$ cat config.mk
export PLATFORM = sky130hd
export DESIGN_NAME = fb_sync_reader
export DESIGN_NICKNAME = d
export VERILOG_FILES = /design/src/rtl/fb_sync_reader.sv
export SDC_FILE = /design/constraint.sdc
export NUM_CORES = 1
export LEC_CHECK = 0
export CELL_PAD_IN_SITES_DETAIL_PLACEMENT = 1
export CELL_PAD_IN_SITES_GLOBAL_PLACEMENT = 1
export CORE_ASPECT_RATIO = 1.25
export CORE_MARGIN = 3
export CORE_UTILIZATION = 35
export DETAILED_ROUTE_END_ITERATION = 8
export DONT_BUFFER_PORTS = 1
export PLACE_DENSITY = 0.69
export SYNTH_ARGS = -nofsm -noshare
export SYNTH_HDL_FRONTEND = slang
export SYNTH_SLANG_ARGS = --single-unit
$ cat constraint.sdc
create_clock -name iCLK -period 5 [get_ports iCLK]
set_clock_uncertainty 0.05 [all_clocks]
set_input_delay 0.25 -clock iCLK [delete_from_list [all_inputs] [get_ports iCLK]]
set_output_delay 0.25 -clock iCLK [all_outputs]
set_load 0.01 [all_outputs]
$ cat src/rtl/fb_sync_reader.sv
`default_nettype none
// ============================================================================
// Module   : fb_sync_reader
// Purpose  : Scans the {x[8:0],y[8:0]} SRAM framebuffer during VGA sync
//            intervals and streams every pixel out on a valid/ready port.
//            Also counts lit pixels (data bit LIT_BIT set) for the scan.
// Revision : 1.0 - initial release
// ----------------------------------------------------------------------------
// Ports
//   iCLK, iRST          clock, synchronous active-high reset
//   iStart              one-cycle pulse that begins a scan (ignored when busy)
//   iSync_Window        1 = SRAM bus granted to this block this cycle
//   oAddr, oRead_En     SRAM address {x,y} and address-drive enable
//   iData               SRAM read data, valid the cycle after the address
//   oPix_Valid/iPix_Ready, oPix_X/Y/Data   pixel stream
//   oBusy, oDone        scan in progress / one-cycle end-of-scan pulse
//   oLit_Count          lit pixels in the last or current scan
// Build option
//   FB_READ_SKIP_BLACK_EN  when defined, pixels reading 16'h0000 are not
//                          presented on the stream (count is unaffected).
// ============================================================================
module fb_sync_reader #(
  parameter int X_MAX   = 320,
  parameter int Y_MAX   = 240,
  parameter int LIT_BIT = 15,
  parameter int CNT_W   = 17
) (
  input  logic             iCLK,
  input  logic             iRST,
  input  logic             iStart,
  input  logic             iSync_Window,
  output logic [17:0]      oAddr,
  output logic             oRead_En,
  input  logic [15:0]      iData,
  output logic             oPix_Valid,
  input  logic             iPix_Ready,
  output logic [8:0]       oPix_X,
  output logic [8:0]       oPix_Y,
  output logic [15:0]      oPix_Data,
  output logic             oBusy,
  output logic             oDone,
  output logic [CNT_W-1:0] oLit_Count
);

  localparam logic [8:0] C_X_LAST = 9'(X_MAX - 1);
  localparam logic [8:0] C_Y_LAST = 9'(Y_MAX - 1);

  typedef enum logic [2:0] {
    S_IDLE    = 3'd0,
    S_ISSUE   = 3'd1,
    S_CAPTURE = 3'd2,
    S_OUTPUT  = 3'd3,
    S_DONE    = 3'd4
  } state_t;

  state_t           state_q, state_d;
  logic [8:0]       x_q, x_d, y_q, y_d;
  logic [17:0]      addr_q, addr_d;
  logic             read_en_q, read_en_d;
  logic             lock_q, lock_d;
  logic             pix_valid_q, pix_valid_d;
  logic [8:0]       pix_x_q, pix_x_d, pix_y_q, pix_y_d;
  logic [15:0]      pix_data_q, pix_data_d;
  logic             busy_q, busy_d;
  logic             done_q, done_d;
  logic [CNT_W-1:0] lit_q, lit_d;

  // Raster-order successor of the current pixel.
  logic       w_last;
  logic [8:0] w_x_next, w_y_next;

  always_comb begin
    w_last   = (x_q == C_X_LAST) && (y_q == C_Y_LAST);
    w_x_next = (x_q == C_X_LAST) ? 9'd0 : x_q + 9'd1;
    w_y_next = (x_q == C_X_LAST) ? y_q + 9'd1 : y_q;
  end

  always_comb begin
    state_d     = state_q;
    x_d         = x_q;
    y_d         = y_q;
    addr_d      = addr_q;
    read_en_d   = 1'b0;
    lock_d      = lock_q;
    pix_valid_d = pix_valid_q;
    pix_x_d     = pix_x_q;
    pix_y_d     = pix_y_q;
    pix_data_d  = pix_data_q;
    busy_d      = busy_q;
    done_d      = 1'b0;
    lit_d       = lit_q;

    case (state_q)
      S_IDLE: begin
        if (iStart) begin
          x_d     = 9'd0;
          y_d     = 9'd0;
          lit_d   = '0;
          busy_d  = 1'b1;
          state_d = S_ISSUE;
        end
      end

      S_ISSUE: begin
        if (iSync_Window) begin
          addr_d    = {x_q, y_q};
          read_en_d = 1'b1;
          lock_d    = 1'b1;
          state_d   = S_CAPTURE;
        end
      end

      S_CAPTURE: begin
        // A closed window means the VGA scanout owned the bus and the
        // read data is garbage: retry the same pixel without counting it.
        if (iSync_Window && lock_q) begin
          if (iData[LIT_BIT]) begin
            lit_d = lit_q + CNT_W'(1);
          end
`ifdef FB_READ_SKIP_BLACK_EN
          if (iData == 16'h0000) begin
            if (w_last) begin
              busy_d  = 1'b0;
              done_d  = 1'b1;
              state_d = S_DONE;
            end else begin
              x_d     = w_x_next;
              y_d     = w_y_next;
              state_d = S_ISSUE;
            end
          end else begin
            pix_data_d  = iData;
            pix_x_d     = x_q;
            pix_y_d     = y_q;
            pix_valid_d = 1'b1;
            state_d     = S_OUTPUT;
          end
`else
          pix_data_d  = iData;
          pix_x_d     = x_q;
          pix_y_d     = y_q;
          pix_valid_d = 1'b1;
          state_d     = S_OUTPUT;
`endif
        end else begin
          state_d = S_ISSUE;
        end
      end

      S_OUTPUT: begin
        if (iPix_Ready) begin
          pix_valid_d = 1'b0;
          if (w_last) begin
            busy_d  = 1'b0;
            done_d  = 1'b1;
            state_d = S_DONE;
          end else begin
            x_d     = w_x_next;
            y_d     = w_y_next;
            state_d = S_ISSUE;
          end
        end
      end

      S_DONE: begin
        state_d = S_IDLE;
      end

      default: begin
        state_d = S_IDLE;
      end
    endcase

    if (!iSync_Window) begin
      lock_d = 1'b0;
    end
  end

  always_ff @(posedge iCLK) begin
    if (iRST) begin
      state_q     <= S_IDLE;
      x_q         <= 9'd0;
      y_q         <= 9'd0;
      addr_q      <= 18'd0;
      read_en_q   <= 1'b0;
      lock_q      <= 1'b0;
      pix_valid_q <= 1'b0;
      pix_x_q     <= 9'd0;
      pix_y_q     <= 9'd0;
      pix_data_q  <= 16'd0;
      busy_q      <= 1'b0;
      done_q      <= 1'b0;
      lit_q       <= '0;
    end else begin
      state_q     <= state_d;
      x_q         <= x_d;
      y_q         <= y_d;
      addr_q      <= addr_d;
      read_en_q   <= read_en_d;
      lock_q      <= lock_d;
      pix_valid_q <= pix_valid_d;
      pix_x_q     <= pix_x_d;
      pix_y_q     <= pix_y_d;
      pix_data_q  <= pix_data_d;
      busy_q      <= busy_d;
      done_q      <= done_d;
      lit_q       <= lit_d;
    end
  end

  // The address drive is released the instant the grant goes away so the
  // top-level mux never fights the VGA scanout.
  assign oRead_En   = read_en_q & iSync_Window;
  assign oAddr      = addr_q;
  assign oPix_Valid = pix_valid_q;
  assign oPix_X     = pix_x_q;
  assign oPix_Y     = pix_y_q;
  assign oPix_Data  = pix_data_q;
  assign oBusy      = busy_q;
  assign oDone      = done_q;
  assign oLit_Count = lit_q;

endmodule
`default_nettype wire

==> metrics.txt, run 1 <==
clock tree from TritonCTS built; worst hold slack 0.0214 ns; via density per instance 5.51; final estimated routing congestion in global placement 0.757; crit path max fanout 10; number of clock sinks seen by CTS 95; Placement Cell Area 4050 um2; number of enable-type register cells in the synthesized netlist 0; final worst path period share 55.0%; crit path kind flip-flop to flip-flop; footprint of the multi-input gates 1920 um2; Die Footprint 12600 um2; insertion delay of the later-clocked pin in the worst-skew pair 0.34 ns; kind of end point of the critical path flip-flop; PortBufs 0; worst-case clock buffer depth 2; Synth Instances 491; prevailing post-synth register cell dfxtp_1; total of max-cap violations 0; via count of the first global-routing pass 3590; number of antenna violations at the first check in global routing 0; placed wire-length estimate 7.55 mm; number of max-slew violations in the final report 0; kind of cell with the highest combined delay on the critical path compound AO/OA/AOI/OAI gates; source of the critical timing path x_q[0]; gr usage total 17.9%; power density over cell area 341 nW/um2; Post-CTS Setup Bufs 0; Die W 101 um; antenna violation net count after detailed routing 0; post-layout net count 517; number of antenna diodes 0; FF+latch area 1900 um2; count of different cell masters after synthesis 50; Max Fclk 364 MHz; Min-Delay Path Class input port to flip-flop; top-level port count 94; number of filler cells placed in the layout 1294; wire length per cell 17.5 um; total clock buffers created by CTS 9; final period demand of the worst path 2.75 ns; area delta synth->final 14.2%; start of the worst register-to-register path x_q[0]; total number of yosys warnings 0; clock-pin slew on the worst setup and hold paths 0.06 ns; DR pass1 iterations 4; total vias in the final route 3473; cell-by-cell trace of the critical path ha_1 > nand3_4 > or4_4 > o41ai_4 > buf_4 > o21bai_1 > o22ai_1; Largest stage delay, worst path 0.58 ns; post-synthesis instance area 3960 um2; total congestion overflow after global routing 0; final sum of negative setup slack 0 ns; fraction of final layout cells sized beyond drive strength 1 7.03%; peak supply drop 0.150 mV; cell area after layout 4530 um2; run status completed; detailed-route wire length 11.0 mm; maximum number of pins on one net before global-route repair 69; core region area 10800 um2; Hold Path Origin iData[0]; Buf+Inv Stages, Crit Path 1; final-report setup violation count 0; post-layout util 41.8%; CP max-delay cell or4_4; endpoints failing hold 0; WP data arrival 2.96 ns; Die Height 125 um; worst rel slew slack 37.5%; WP data required 5.21 ns; number of rows in the core area 42; synthesized area per cell 8.07 um2; wire length of the first global-routing pass 18.4 mm; sequential fraction of the synthesis area 48.0%; master cell of the clock root buffer clkbuf_16; #FFs+latches synth 95; worst-margin pin slew 0.936 ns; Post-route DRC 0; detailed router's first-iteration violation count 121; total leakage power 1.46 nW; initial core utilization 36.6%; CP startpoint kind flip-flop; setup repair after global routing missed its margin false; deepest level of the CTS H-tree 3; Synth async-reset ratio 0%; Mapped Nets 515
-- area by class of cell --
class                   count  area share [%]
clock buffers              13            5.97
clock inverters             3           0.885
inverters                   7           0.581
multi-input cells         361            42.5
flip-flops and latches     95            42.0
well taps                 132            3.65
repair buffers             19            4.37
-- cells in the final DEF (no fill, tap or decap), types with 4 or more instances in the layout --
cell	instances
o21ai_0	12
nor2b_1	4
xnor2_1	9
a21oi_1	71
xor2_1	6
nand2_1	121
nor2_1	38
inv_1	7
clkbuf_16	9
or3_1	4
dfxtp_1	95
dlygate4sd3_1	14
buf_4	4
and3_1	4
nand4_1	9
nor4_1	6
nor3_1	11
nand3_1	11
-- cell families (layout without fill, tap and decap cells) --
group / after synthesis / count (layout) / share of synthesized area (%)
AO/OA/AOI/OAI: 101 / 101 / 14.7
XOR/XNOR: 15 / 15 / 3.32
adder cells (fa/ha/maj): 3 / 3 / 0.947
buffers and inverters: 35 / 42 / 3.63
flip-flops: 95 / 95 / 48.0
multiplexers: 3 / 3 / 0.789
AND/OR/NAND/NOR: 239 / 239 / 28.6
-- sequential cells by signal (all words and copies together), names as in the netlist, 3 cells and up --
name / flops
oPix_X: 9
oAddr: 18
oPix_Y: 9
x_q: 9
state_q: 3
oPix_Data: 16
y_q: 9
oLit_Count: 17
-- report_power, final --
part           leakage (nW)  internal, W  switching [W]  total (W)
clock network         0.156     0.000427       0.000283   0.000710
logic                 0.536    0.0000251      0.0000401  0.0000653
registers             0.766     0.000761     0.00000670   0.000767
-- cells in the mapped netlist (3+ instances only) --
master    instances  area (um2)
a21oi_1          71         355
nand2_1         121         454
or3_1             4        25.0
or4_1             3        22.5
dfxtp_1          95        1900
nand3_1          11        55.1
clkbuf_1         23        86.3
a31oi_1           3        18.8
nor3_1           12        60.1
nand2b_1          3        18.8
nor2_1           39         146
xnor2_1           9        78.8
buf_2             4        20.0
nor2b_1           4        25.0
nor4_1            6        37.5
o21ai_0          12        60.1
nand4_1           9        56.3
and3_1            4        25.0
ha_1              3        37.5
xor2_1            6        52.6
o31ai_1           3        22.5
inv_1             7        26.3
-- per-stage QoR --
stage | setup WS, ns | std cells | power, W
after detailed placement | 2.30 | 599 | 0.000830
after floorplan | 2.77 | 491 | 0.000827
final | 2.25 | 630 | 0.00154
after global routing | 2.09 | 630 | 0.00161
after global placement | 2.45 | 599 | 0.000828
after CTS | 2.25 | 630 | 0.00156
-- final timing paths --
kind	endpoint	slack, ns	depth (start not counted)
worst max-delay path	y_q[1]	2.25	7
worst min-delay path	oPix_Data[0]	0.02	2
worst max register to register	y_q[1]	2.25	7
worst min register to register	oAddr[11]	0.45	2
-- routing by layer --
metal  GRT usage (%)  wire [um]  up-vias  share of wire (%)
met3            6.07        777       15                7.0
li1                -          -     1684                  -
met2            27.9       5300       80                 48
met4            5.79        171        0                1.6
met5               0          0        -                  0
met1            23.3       4780     1694                 43
-- repair_timing --
action,CTS,global route
hold buffers,15,0
gates resized for setup,0,0
endpoints found under the hold margin,68,0
Power figures use the tool's default switching activity.
==> inputs of run 2 (changes only) <==
Clock period 5 ns to 2.53 ns, I/O delays scaled along.
==> metrics.txt, run 2 (synthesis results as in run 1) <==
run status completed (unchanged); via density per instance 5.50 (was 5.51); worst-case clock buffer depth 2 (unchanged); final period demand of the worst path 2.27 ns (was 2.75 ns); flip-flop count of the largest register after layout 18 (unchanged); fraction of final layout cells sized beyond drive strength 1 9.85% (was 7.03%); final worst path period share 89.7% (was 55.0%); number of filler cells placed in the layout 1290 (was 1294); CP max-delay cell or4_2 (was or4_4); via count of the first global-routing pass 3710 (was 3590); antenna violation net count after detailed routing 0 (unchanged); Post-route DRC 0 (unchanged); clock tree from TritonCTS built (unchanged); maximum number of pins on one net before global-route repair 76 (was 69); Max Fclk 441 MHz (was 364 MHz); final-report setup violation count 0 (unchanged); top-level port count 94 (unchanged); total clock buffers created by CTS 9 (unchanged); total leakage power 1.55 nW (was 1.46 nW); number of clock sinks seen by CTS 95 (unchanged); number of rows in the core area 42 (unchanged); final estimated routing congestion in global placement 0.838 (was 0.757); clock-pin slew on the worst setup and hold paths 0.07 ns (was 0.06 ns); most common cell after layout, fill and taps aside nand2_1 (unchanged); number of antenna violations at the first check in global routing 0 (unchanged); WP data arrival 2.50 ns (was 2.96 ns); post-layout util 43.3% (was 41.8%); wire length per cell 17.8 um (was 17.5 um); insertion delay of the later-clocked pin in the worst-skew pair 0.35 ns (was 0.34 ns); setup repair after global routing missed its margin false (unchanged); PortBufs 0 (unchanged); total vias in the final route 3576 (was 3473); deepest level of the CTS H-tree 3 (unchanged); peak supply drop 0.315 mV (was 0.150 mV); post-layout net count 537 (was 517); placed wire-length estimate 7.84 mm (was 7.55 mm); Die Height 125 um (unchanged); final sum of negative setup slack 0 ns (unchanged); Worst R2R Setup Slack 0.26 ns (was 2.25 ns); kind of end point of the critical path flip-flop (unchanged); endpoints failing hold 0 (unchanged); initial core utilization 36.6% (unchanged); number of buffers inserted by hold repair at cts 18 (was 15); power density over cell area 661 nW/um2 (was 341 nW/um2); crit path max fanout 12 (was 10); worst rel slew slack 47.4% (was 37.5%); FF+latch area 1900 um2 (unchanged); cell-by-cell trace of the critical path or3b_4 > a21oi_4 > o41ai_4 > buf_4 > or4_2 > a21oi_1 (was ha_1 > nand3_4 > or4_4 > o41ai_4 > buf_4 > o21bai_1 > o22ai_1); footprint of the multi-input gates 1920 um2 (unchanged); gr usage total 19.0% (was 17.9%); Min-Delay Path Class input port to flip-flop (unchanged); most frequent cells in the layout 121 x nand2_1, 95 x dfxtp_1, 71 x a21oi_1 (unchanged); Die Footprint 12600 um2 (unchanged); DR pass1 iterations 4 (unchanged); detailed router's first-iteration violation count 182 (was 121); crit path kind flip-flop to flip-flop (unchanged); master cell of the clock root buffer clkbuf_16 (unchanged); area delta synth->final 18.2% (was 14.2%); CP startpoint kind flip-flop (unchanged); core region area 10800 um2 (unchanged); number of max-slew violations in the final report 0 (unchanged); worst-margin pin slew 0.788 ns (was 0.936 ns); number of instances resized during post-cts repair 0 (unchanged); worst hold slack 0.0131 ns (was 0.0214 ns); Post-CTS Setup Bufs 0 (unchanged); wire length of the first global-routing pass 19.3 mm (was 18.4 mm); total of max-cap violations 0 (unchanged); Largest stage delay, worst path 0.64 ns (was 0.58 ns); Die W 101 um (unchanged); WP data required 2.76 ns (was 5.21 ns); detailed-route wire length 11.6 mm (was 11.0 mm); number of antenna diodes 0 (unchanged); total congestion overflow after global routing 0 (unchanged)
run 2: cell types whose count changed in the layout (fill, tap and decap cells not counted), sizes merged:
cell,previous run,this run
clkinv,2,0
clkbuf,13,14
buf,5,22
dlygate4sd3,14,17
clkinvlp,0,1
run 2: area by class of cell:
type,instances,share of cell area (%)
Clock inverter,2,0.801
Tap cell,132,3.53
Clock buffer,14,5.85
Sequential cell,95,40.6
Multi-Input combinational cell,361,41.1
Inverter,7,0.561
Timing Repair Buffer,39,7.59
run 2: report_power, final:
group | internal, W | switching (W) | total (W)
logic | 0.0000611 | 0.0000857 | 0.000147
registers | 0.00150 | 0.0000101 | 0.00151
clock network | 0.000849 | 0.000586 | 0.00144
run 2: layer usage:
| metal | wire length (um) | vias to the layer above | GRT usage, % |
|---|---|---|---|
| li1 | - | 1721 | - |
| met1 | 4800 | 1740 | 24.2 |
| met2 | 5630 | 95 | 30.4 |
| met3 | 859 | 20 | 4.79 |
| met4 | 268 | 0 | 7.67 |
| met5 | 0 | - | 0 |
run 2: final timing paths:
kind,startpoint,end,cells after the start
min,iRST,y_q[2],3
max reg2reg,state_q[0],x_q[5],6
max,state_q[0],x_q[5],6
min reg2reg,oAddr[8],oAddr[8],2
run 2: through the flow:
step	cell area, um2	setup slack [ns]	instances	power [W]
finish	4680	0.261	650	0.00310
global route	4680	0.112	650	0.00320
CTS	4680	0.255	650	0.00312
detailed placement	4180	0.265	616	0.00165
global placement	4180	0.336	616	0.00165
floorplan	3960	0.303	491	0.00163
run 2: worst max-delay path, delay by kind of cell, from the launching register on:
| kind | cells | cell delay (ns) |
|---|---|---|
| DFF | 1 | 0.42 |
| buffers and inverters | 1 | 0.18 |
| AOI/OAI and AO/OA | 3 | 0.48 |
| and+or+nand+nor | 2 | 1.07 |
==> inputs of run 3 (changes only) <==
Settings changed: PLACE_DENSITY 0.69 to 0.63.
==> metrics.txt, run 3 (synthesis results as in run 1) <==
run status completed (unchanged); Die Footprint 12600 um2 (unchanged); final-report setup violation count 0 (unchanged); total leakage power 1.55 nW (about the same); post-layout net count 539 (was 537); CP startpoint kind flip-flop (unchanged); FF+latch area 1900 um2 (unchanged); peak supply drop 0.323 mV (was 0.315 mV); final period demand of the worst path 2.30 ns (was 2.27 ns); Placement Cell Area 4200 um2 (was 4180 um2); Die W 101 um (unchanged); fraction of final layout cells sized beyond drive strength 1 10.0% (was 9.85%); final worst path period share 90.9% (was 89.7%); total congestion overflow after global routing 0 (unchanged); most common cell after layout, fill and taps aside nand2_1 (unchanged); via count of the first global-routing pass 3737 (was 3710); maximum number of pins on one net before global-route repair 76 (unchanged); wire length per cell 17.7 um (was 17.8 um); flip-flop count of the largest register after layout 18 (unchanged); PortBufs 0 (unchanged); Cell Count, Final, Fillers Out 651 (was 650); setup repair after global routing missed its margin false (unchanged); master cell of the clock root buffer clkbuf_16 (unchanged); via density per instance 5.45 (was 5.50); area delta synth->final 18.6% (was 18.2%); WP data required 2.71 ns (was 2.76 ns); number of filler cells placed in the layout 1286 (was 1290); crit path max fanout 9 (was 12); core region area 10800 um2 (unchanged); final sum of negative setup slack 0 ns (unchanged); crit path kind flip-flop to flip-flop (unchanged); antenna violation net count after detailed routing 0 (unchanged); most frequent cells in the layout 121 x nand2_1, 95 x dfxtp_1, 71 x a21oi_1 (unchanged); total vias in the final route 3547 (was 3576); worst-case clock buffer depth 2 (unchanged); placed wire-length estimate 8.01 mm (was 7.84 mm); number of rows in the core area 42 (unchanged); # placed instances 617 (was 616); gr usage total 18.6% (was 19.0%); number of clock sinks seen by CTS 95 (unchanged); number of antenna violations at the first check in global routing 0 (unchanged); Die Height 125 um (unchanged); Min-Delay Path Class input port to flip-flop (unchanged); footprint of the multi-input gates 1920 um2 (unchanged); wire length of the first global-routing pass 18.9 mm (was 19.3 mm); total clock buffers created by CTS 9 (unchanged); Post-route DRC 0 (unchanged); Max Fclk 435 MHz (was 441 MHz); power density over cell area 644 nW/um2 (was 661 nW/um2); deepest level of the CTS H-tree 3 (unchanged); worst rel slew slack 47.2% (was 47.4%); kind of end point of the critical path flip-flop (unchanged); clock tree from TritonCTS built (unchanged); insertion delay of the later-clocked pin in the worst-skew pair 0.34 ns (was 0.35 ns); top-level port count 94 (unchanged); cell area after layout 4700 um2 (was 4680 um2); final estimated routing congestion in global placement 0.819 (was 0.838); clock-pin slew on the worst setup and hold paths 0.07 ns (about the same); worst hold slack 0.0221 ns (was 0.0131 ns); worst-margin pin slew 0.792 ns (was 0.788 ns); WP data arrival 2.48 ns (was 2.50 ns); DR pass1 iterations 4 (unchanged); total of max-cap violations 0 (unchanged); post-layout util 43.4% (was 43.3%); detailed-route wire length 11.6 mm (about the same); initial core utilization 36.6% (unchanged); number of max-slew violations in the final report 0 (unchanged); detailed router's first-iteration violation count 154 (was 182); number of antenna diodes 0 (unchanged); endpoints failing hold 0 (unchanged)
## run 3: changes by cell type in the layout (fill, tap and decap cells not counted)
cell / delta
buf_12: +1
clkbuf_1: -1
clkbuf_8: -2
clkinv_4: +1
dlygate4sd3_1: +1
inv_6: +1
## run 3: metrics by stage
stage | setup WS, ns | total power [W]
finish | 0.231 | 0.00303
global route | 0.124 | 0.00314
CTS | 0.231 | 0.00308
detailed placement | 0.242 | 0.00165
global placement | 0.324 | 0.00165
floorplan | 0.303 | 0.00163
## run 3: cell type report
cell class / count / share of cell area, %
multi-input combinational: 361 / 40.9
inverter: 7 / 0.559
sequential: 95 / 40.5
tap: 132 / 3.51
clock buffer: 11 / 5.16
timing repair buffer: 41 / 8.20
clock inverter: 4 / 1.17
## run 3: worst paths after layout
| check | startpoint | endpoint | slack (ns) | depth (start not counted) |
|---|---|---|---|---|
| worst min-delay path | iPix_Ready | state_q[0] | 0.02 | 2 |
| worst max register to register | x_q[0] | x_q[1] | 0.23 | 7 |
| worst min register to register | oAddr[13] | oAddr[13] | 0.45 | 2 |
| worst max-delay path | x_q[0] | x_q[1] | 0.23 | 7 |
## run 3: worst max-delay path, stage by stage (launching register included)
cell and delay (ns):
dfxtp_1 0.41, ha_1 0.25, nand3_4 0.13, or4_4 0.59
o41ai_4 0.26, buf_4 0.24, mux2i_1 0.19, nor2_1 0.06
## run 3: timing repair
item	CTS	global route
setup buffers	0	0
endpoints found under the hold margin	74	0
hold buffers	19	0
gates resized for setup	0	0
## run 3: layer usage
layer | track usage [%] | wire length (um)
met1 | 22.8 | 4920
met2 | 30.7 | 5670
met3 | 4.35 | 709
met4 | 8.14 | 255
met5 | 0 | 0
## run 3: power breakdown
part | internal [W] | switching, W
clock | 0.000793 | 0.000575
combinational | 0.0000607 | 0.0000845
sequential | 0.00150 | 0.0000122
